[src/rtl/fetch_unit_pkg.sv]
// Shared constants for the instruction-fetch stage.
// Region codes and source encodings are reused by data-memory decode.
package fetch_unit_pkg;

  localparam logic [31:0] DEF_RESET_PC = 32'h4000_0000;
  localparam logic [31:0] DEF_NOP_INST = 32'h0000_0013;

  localparam logic [3:0] BIOS_REGION = 4'b0100;
  localparam logic [3:0] IMEM_REGION = 4'b0001;

  localparam logic [1:0] SRC_NONE = 2'b00;
  localparam logic [1:0] SRC_BIOS = 2'b01;
  localparam logic [1:0] SRC_IMEM = 2'b10;

  localparam logic [1:0] ST_RESET = 2'b00;
  localparam logic [1:0] ST_BOOT  = 2'b01;
  localparam logic [1:0] ST_RUN   = 2'b10;

  // Map the top address nibble onto a memory source.
  function automatic logic [1:0] region_src(
    input logic [3:0] region
  );
    logic [1:0] s;
    s = SRC_NONE;
    if (region == BIOS_REGION) s = SRC_BIOS;
    else if (region == IMEM_REGION) s = SRC_IMEM;
    return s;
  endfunction

endpackage

[src/rtl/fetch_unit_region_decode.sv]
// Byte address to memory source and per-port word addresses.
// Purely combinational; shared with the data-memory decode.
module fetch_region_decode
  import fetch_unit_pkg::*;
#(
  parameter int BIOS_AWIDTH = 12,
  parameter int IMEM_AWIDTH = 14
) (
  input  logic [31:0]            addr,
  output logic [1:0]             src,
  output logic [BIOS_AWIDTH-1:0] bios_waddr,
  output logic [IMEM_AWIDTH-1:0] imem_waddr
);

  logic unused_addr;

  // Region select and word-address extraction.
  always_comb begin
    src        = region_src(addr[31:28]);
    bios_waddr = addr[BIOS_AWIDTH+1:2];
    imem_waddr = addr[IMEM_AWIDTH+1:2];
  end

  assign unused_addr = ^addr;

endmodule

[src/rtl/fetch_unit.sv]
// IF stage: PC register, next-PC select, BIOS/IMEM read ports.
// Delivers an aligned {pc, inst, valid} triple to ID.
module fetch_unit
  import fetch_unit_pkg::*;
#(
  parameter logic [31:0] RESET_PC    = DEF_RESET_PC,
  parameter int          BIOS_AWIDTH = 12,
  parameter int          IMEM_AWIDTH = 14,
  parameter logic [31:0] NOP_INST    = DEF_NOP_INST
) (
  input  logic                   clk,
  input  logic                   rst,
  input  logic                   ctrl_pc_en,
  input  logic                   ctrl_imem_en,
  input  logic                   ctrl_pc_src,
  input  logic [31:0]            pc_target,
  output logic [BIOS_AWIDTH-1:0] bios_addr,
  output logic                   bios_en,
  input  logic [31:0]            bios_dout,
  output logic [IMEM_AWIDTH-1:0] imem_addr,
  output logic                   imem_en,
  input  logic [31:0]            imem_dout,
  output logic [31:0]            if_pc,
  output logic [31:0]            if_inst,
  output logic                   if_valid
);

  logic [31:0] pc_q, pc_d;
  logic [1:0]  src_q, src_d;
  logic [1:0]  state_q, state_d;
  logic [1:0]  cur_state;

  logic [31:0] pc_next;
  logic [31:0] fetch_addr;
  logic        pc_load;
  logic        rd_en;
  logic        kill;
  logic [1:0]  sel_src;
  logic [1:0]  out_src;

  logic [BIOS_AWIDTH-1:0] bios_waddr;
  logic [IMEM_AWIDTH-1:0] imem_waddr;

  logic unused_tgt;
  assign unused_tgt = ^pc_target[1:0];

  // The cycle rst drops is BOOT; later cycles are RUN.
  always_comb begin
    if (rst) begin
      cur_state = ST_RESET;
    end else if (state_q == ST_RESET) begin
      cur_state = ST_BOOT;
    end else begin
      cur_state = state_q;
    end
    state_d = ST_RUN;
  end

  // Next PC and the address presented to memory.
  always_comb begin
    if (ctrl_pc_src) begin
      pc_next = {pc_target[31:2], 2'b00};
    end else begin
      pc_next = pc_q + 32'd4;
    end
    // Redirect wins over a stall.
    pc_load = ctrl_pc_en || ctrl_pc_src;
    if (rst) begin
      fetch_addr = RESET_PC;
    end else if (pc_load) begin
      fetch_addr = pc_next;
    end else begin
      fetch_addr = pc_q;
    end
  end

  fetch_region_decode #(
    .BIOS_AWIDTH(BIOS_AWIDTH),
    .IMEM_AWIDTH(IMEM_AWIDTH)
  ) u_dec (
    .addr      (fetch_addr),
    .src       (sel_src),
    .bios_waddr(bios_waddr),
    .imem_waddr(imem_waddr)
  );

  // Drive only the selected port; reset primes the boot word.
  always_comb begin
    rd_en     = ctrl_imem_en || rst;
    bios_en   = rd_en && (sel_src == SRC_BIOS);
    imem_en   = rd_en && (sel_src == SRC_IMEM);
    bios_addr = bios_waddr;
    imem_addr = imem_waddr;
  end

  // BOOT reads the word primed during reset from BIOS.
  always_comb begin
    if (cur_state == ST_BOOT) begin
      out_src = SRC_BIOS;
    end else begin
      out_src = src_q;
    end
  end

  // PC and source advance together; both hold on stall.
  always_comb begin
    if (pc_load) begin
      pc_d  = pc_next;
      src_d = sel_src;
    end else begin
      pc_d  = pc_q;
      src_d = out_src;
    end
  end

  // Output mux; wrong-path and reset cycles become a bubble.
  always_comb begin
    kill    = rst || ctrl_pc_src;
    if_pc   = rst ? RESET_PC : pc_q;
    if (kill) begin
      if_inst = NOP_INST;
    end else if (out_src == SRC_BIOS) begin
      if_inst = bios_dout;
    end else if (out_src == SRC_IMEM) begin
      if_inst = imem_dout;
    end else begin
      if_inst = NOP_INST;
    end
    if_valid = !kill && (out_src != SRC_NONE);
  end

  // State registers with synchronous reset.
  always_ff @(posedge clk) begin
    if (rst) begin
      pc_q    <= RESET_PC;
      src_q   <= SRC_NONE;
      state_q <= ST_RESET;
    end else begin
      pc_q    <= pc_d;
      src_q   <= src_d;
      state_q <= state_d;
    end
  end

endmodule

[config.mk]
export PLATFORM = sky130hd
export DESIGN_NAME = fetch_unit
export DESIGN_NICKNAME = d
export VERILOG_FILES = /design/src/rtl/fetch_unit_pkg.sv /design/src/rtl/fetch_unit_region_decode.sv /design/src/rtl/fetch_unit.sv
export SDC_FILE = /design/constraint.sdc
export NUM_CORES = 1
export LEC_CHECK = 0
export ABC_CLOCK_PERIOD_IN_PS = 3100
export CAP_MARGIN = 10
export CORE_MARGIN = 3
export CORE_UTILIZATION = 45
export DETAILED_ROUTE_END_ITERATION = 7
export DONT_BUFFER_PORTS = 1
export PLACE_DENSITY_LB_ADDON = 0.2
export SLEW_MARGIN = 5
export SYNTH_ARGS = -nofsm -noshare
export SYNTH_HDL_FRONTEND = slang
export SYNTH_SLANG_ARGS = --single-unit
export TNS_END_PERCENT = 10
[constraint.sdc]
create_clock -name clk -period 3.1 [get_ports clk]
set_input_delay 0.775 -clock clk [delete_from_list [all_inputs] [get_ports clk]]
set_output_delay 0.775 -clock clk [all_outputs]
set_load 0.03 [all_outputs]
**Word level (Yosys, flattened, before mapping)**

Cells that the tools add are included.

- Add/sub/neg operators: 1
- Equality and inequality tests: 7
- Muxes and demuxes: 14
- Reductions and logical operators: 9

Operators by type and width:

| kind | number |
|---|---|
| $mux W32 | 7 |
| $add A32 B3 Y32 const B | 1 |
| $mux W2 | 7 |
| $eq A2 B1 Y1 const B | 3 |
| $eq A2 B2 Y1 const B | 2 |
| $eq A4 B1 Y1 const B | 1 |
| $eq A4 B3 Y1 const B | 1 |
| $logic_and A1 B1 Y1 | 3 |
| $logic_or A1 B1 Y1 | 3 |
| $logic_not A2 Y1 | 1 |
| $reduce_bool A2 Y1 | 1 |
| $logic_not A1 Y1 | 1 |

- Register bits after elaboration: 36
- Input port bits: 101
- Output and inout port bits: 93

**Longest topological paths before layout**

- Depth after elaboration: 9
- Gate-level depth with buffers: 9

**Hierarchy**

Synthesis repeated with hierarchy kept, for this count alone.

- Cells, all modules: 386
- Area total of the unflattened synthesis: 2821.5 um2

By module, submodules not included:

| module | times used | cells each | area an instance (um2) |
|---|---|---|---|
| fetch_unit | 1 | 358 | 2596.2 |
| fetch_region_decode | 1 | 28 | 225.2 |

**Least setup slack after synthesis**

OpenSTA, ideal clock, no wires.

- Kind: input -> output
- From: in ctrl_pc_en
- To: out bios_en
- Arrival time: 2943 ps
- Path slack: -618 ps
- Stages on the path: 7
- Buffers on the path: 1
- Path through: buf_2 > nand4_1 > or2_2 > o31a_1 > o311ai_4 > nand2_1 > a211oi_1

- Word-level cells in the longest chain between the ends: 8
- Elaborated cells between the ends (all ways): 9
- Classes of those cells: 3 x eq/ne; 4 x mux; 2 x reduce/logical

RTL lines:

| what | RTL line | source |
|---|---|---|
| start: declaration | fetch_unit.sv:13 | `input logic ctrl_pc_en,` |
| $logic_or A1 B1 Y1 (*) | fetch_unit.sv:67 | `pc_load = ctrl_pc_en \|\| ctrl_pc_src;` |
| $mux W32 (*) | fetch_unit.sv:70 | `end else if (pc_load) begin` |
| $mux W32 (*) | fetch_unit.sv:68 | `if (rst) begin` |
| $eq A4 B1 Y1 | fetch_unit_pkg.sv:26 | `else if (region == IMEM_REGION) s = SRC_IMEM;` |
| $mux W2 | fetch_unit_pkg.sv:26 |  |
| $mux W2 (*) | fetch_unit_pkg.sv:25 | `if (region == BIOS_REGION) s = SRC_BIOS;` |
| $eq A2 B1 Y1 (*) | fetch_unit.sv:90 | `bios_en = rd_en && (sel_src == SRC_BIOS);` |
| $logic_and A1 B1 Y1 (*) | fetch_unit.sv:90 |  |
| end: declaration | fetch_unit.sv:18 | `output logic bios_en,` |

Mark *: on every way between the ends. The rest lies on a longest branch, timed or not.

**Worst setup path after layout**

- From: reg pc_q[27]
- To: out bios_en

- Word-level cells in the longest chain between the ends: 9
- Elaborated cells between the ends (all ways): 10
- Classes of those cells: 1 x add/sub; 3 x eq/ne; 5 x mux; 1 x reduce/logical

RTL lines:

| what | RTL line | source |
|---|---|---|
| start: declaration | fetch_unit.sv:28 | `logic [31:0] pc_q, pc_d;` |
| start signal: assignment | fetch_unit.sv:139 | `pc_q <= pc_d;` |
| $add A32 B3 Y32 (*) | fetch_unit.sv:64 | `pc_next = pc_q + 32'd4;` |
| $mux W32 (*) | fetch_unit.sv:61 | `if (ctrl_pc_src) begin` |
| $mux W32 (*) | fetch_unit.sv:70 |  |
| $mux W32 (*) | fetch_unit.sv:68 |  |
| $eq A4 B1 Y1 | fetch_unit_pkg.sv:26 |  |
| $mux W2 | fetch_unit_pkg.sv:26 |  |
| $mux W2 (*) | fetch_unit_pkg.sv:25 |  |
| $eq A2 B1 Y1 (*) | fetch_unit.sv:90 |  |
| $logic_and A1 B1 Y1 (*) | fetch_unit.sv:90 |  |

Marked as above.

==> metrics <==
initial antenna violation count=0; final wirelength=7988 um; Multi-input gate area=between 1500 and 2000 um2; sequential share of the synthesized area=between 20 and 30%; placed insts=471; Crit path required time=2.32 ns; Final Max Tran Viols=0; crit path max fanout=4; RD Place Congestion=0.8212; clk_skew=0.006896 ns; Ports=194; first-pass GRT wire length=approximately 13,000 um; post-place instance area=3109 um2; clk_lat worst skew=about 0.28 ns; P&R area growth vs syn=21.97%; num rows=27; CTS Buf Count=5; fill count=566; Final WS setup=about 0.022 ns; setup violators final=0; Synth area leader=dfxtp_1; synth top area cells=dfxtp_1, nor2_1, a22oi_1; Port Buffer Count=0; share of cells above drive strength 1=about 28%; Post-synth ARST share=0%; Longest Clk Path Bufs=2; Worst VDD drop=0.2575 mV; final antenna-violating net count=0; setup TNS=0 ns; Num Clock Sinks=35; fmax=324.9 MHz; worst hold path type=flop to flop; DR WL/cell=roughly 16 um; die footprint=6977 um2; EDFF count, synth=0; Syn Inst Count=383; synth unique cells=38; Starting Density=47.66%; CP Class=flop to output pin; total grt overflow=0; Hold WS=0.4646 ns; vias per std cell=5.658; Finished Core Util=58.13%; worst relative slew slack=26.48%; GRT Overall Usage=21.34%; final period utilization=99.30%; CTS tree=done; Worst-Margin Slew=1.099 ns; Post-Syn Area=2705 um2; HPWL Detailed=6086 um; RSZ-0062 raised after global routing=yes; Overall Power=~1.2 mW; Hold Vio Cnt, Final=0; Root Driver=clkbuf_8; Syn Nets=485; final std cells w/o fill=about 490; top-area cell type share of the netlist area=25.90%; vias in the first global route=2,554; Tmin final=3.078 ns; Worst setup SP type=flop; Synth top cells by count=nor2_1, dfxtp_1, nand2_1; die width=~84 um; most common cell in the netlist=nor2_1; n_diodes=0; max_cap viols=0; fin area=3299 um2; CTS H-tree lvls=2; pre-CTS setup slack=approximately 0.027 ns; status=finished, final reports clean; detailed-route via count=approximately 2,700; top_reg_cell synth=dfxtp_1; Reg area=714.4 um2; Final Net Count=514; Die H=83.53 um; core area=5675 um2; WP data arrival=2.30 ns; Syn. warnings=0; Leak=~1.3 nW; CTS Hold Bufs=0; #FFs+latches synth=35; Crit. End Element=output pin; power density over the cells=354.1 nW/um2; largest net degree at the start of global routing=64; Worst-path clk slew=0.07 ns; DRT iter0 DRCs=~110; Post-Syn Area per Cell=7.063 um2; drt drc=0; DRT Pass-1 Iters=4
==> kinds of logic after synthesis <==
group	Yosys count	share of synthesized area, %
buffers and inverters	63	12.40
flip-flops	35	25.90
multiplexers	6	2.220
AND/OR/NAND/NOR	182	32.84
AO/OA/AOI/OAI	72	18.41
adder cells (fa/ha/maj)	1	0.4625
XOR/XNOR	24	7.771
==> area by class of cell <==
class | instances | share of cell area [%]
clock buffer | 5 | 2.086
inverter | 11 | 1.251
clock inverter | 3 | 0.4551
multi-input combinational | 285 | 53.85
tap | 72 | 2.730
timing repair buffer | 74 | 17.98
sequential | 35 | 21.65
==> worst max-delay path, cell delays in order, from the launching register on <==
cell      delay [ns]
dfxtp_1         0.36
inv_2           0.07
or4_4           0.54
o31a_1          0.28
o311ai_4        0.26
nand2_2         0.14
a211oi_4        0.22
buf_12          0.15
==> path summary, 6_finish.rpt <==
path | cells past startpoint | slack (ns) | end | startpoint
worst min-delay path | 1 | 0.46 | pc_q[1]$_SDFFE_PP0N_ | pc_q[1]$_SDFFE_PP0N_
worst max register to register | 8 | 0.90 | src_q[0]$_SDFF_PP0_ | pc_q[27]$_SDFFE_PP0N_
worst max-delay path | 7 | 0.02 | bios_en | pc_q[27]$_SDFFE_PP0N_
worst min register to register | 1 | 0.46 | pc_q[1]$_SDFFE_PP0N_ | pc_q[1]$_SDFFE_PP0N_
==> report_power, final <==
part	internal (mW)	switching (mW)
registers	0.478	0.0263
clock network	0.154	0.171
logic	0.124	0.215
total	0.756	0.412
==> flip-flops by register name, summed over array words and instances, names as in the netlist <==
register,flops
src_q,2
state_q,1
pc_q,32
==> routing by layer <==
metal / track usage [%] / wire, um
met4: 3.655 / 26
met3: 6.713 / 712
met1: 29.15 / 3526
met2: 33.53 / 3722
met5: 0 / 0
==> timing repair <==
item / in CTS / in global routing
hold endpoints to repair: 0 / 0
buffers inserted: 4 / 2
resized for setup: 12 / 14
pin swaps: 4 / 3
endpoints found under the setup margin: 6 / 3
==> layout by cell type (no fill, tap or decap), drive strengths merged, types with 3 or more instances in the layout <==
master / synthesis / routed
a311oi: 3 / 3
nand4: 8 / 8
nand2b: 3 / 3
buf: 29 / 74
o22ai: 4 / 4
clkinv: 1 / 4
nand3: 11 / 11
o21ai: 5 / 5
nor3: 7 / 7
nand2: 34 / 34
and3: 5 / 5
a21oi: 20 / 20
inv: 10 / 10
dfxtp: 35 / 35
xor2: 11 / 11
a22oi: 29 / 29
a211oi: 5 / 5
clkbuf: 23 / 5
nor4: 5 / 5
and2: 4 / 4
nor2b: 29 / 29
xnor2: 13 / 13
nor2: 67 / 67
and4: 3 / 3
mux2i: 6 / 6
Note: power is estimated with default switching activity, not from simulation.
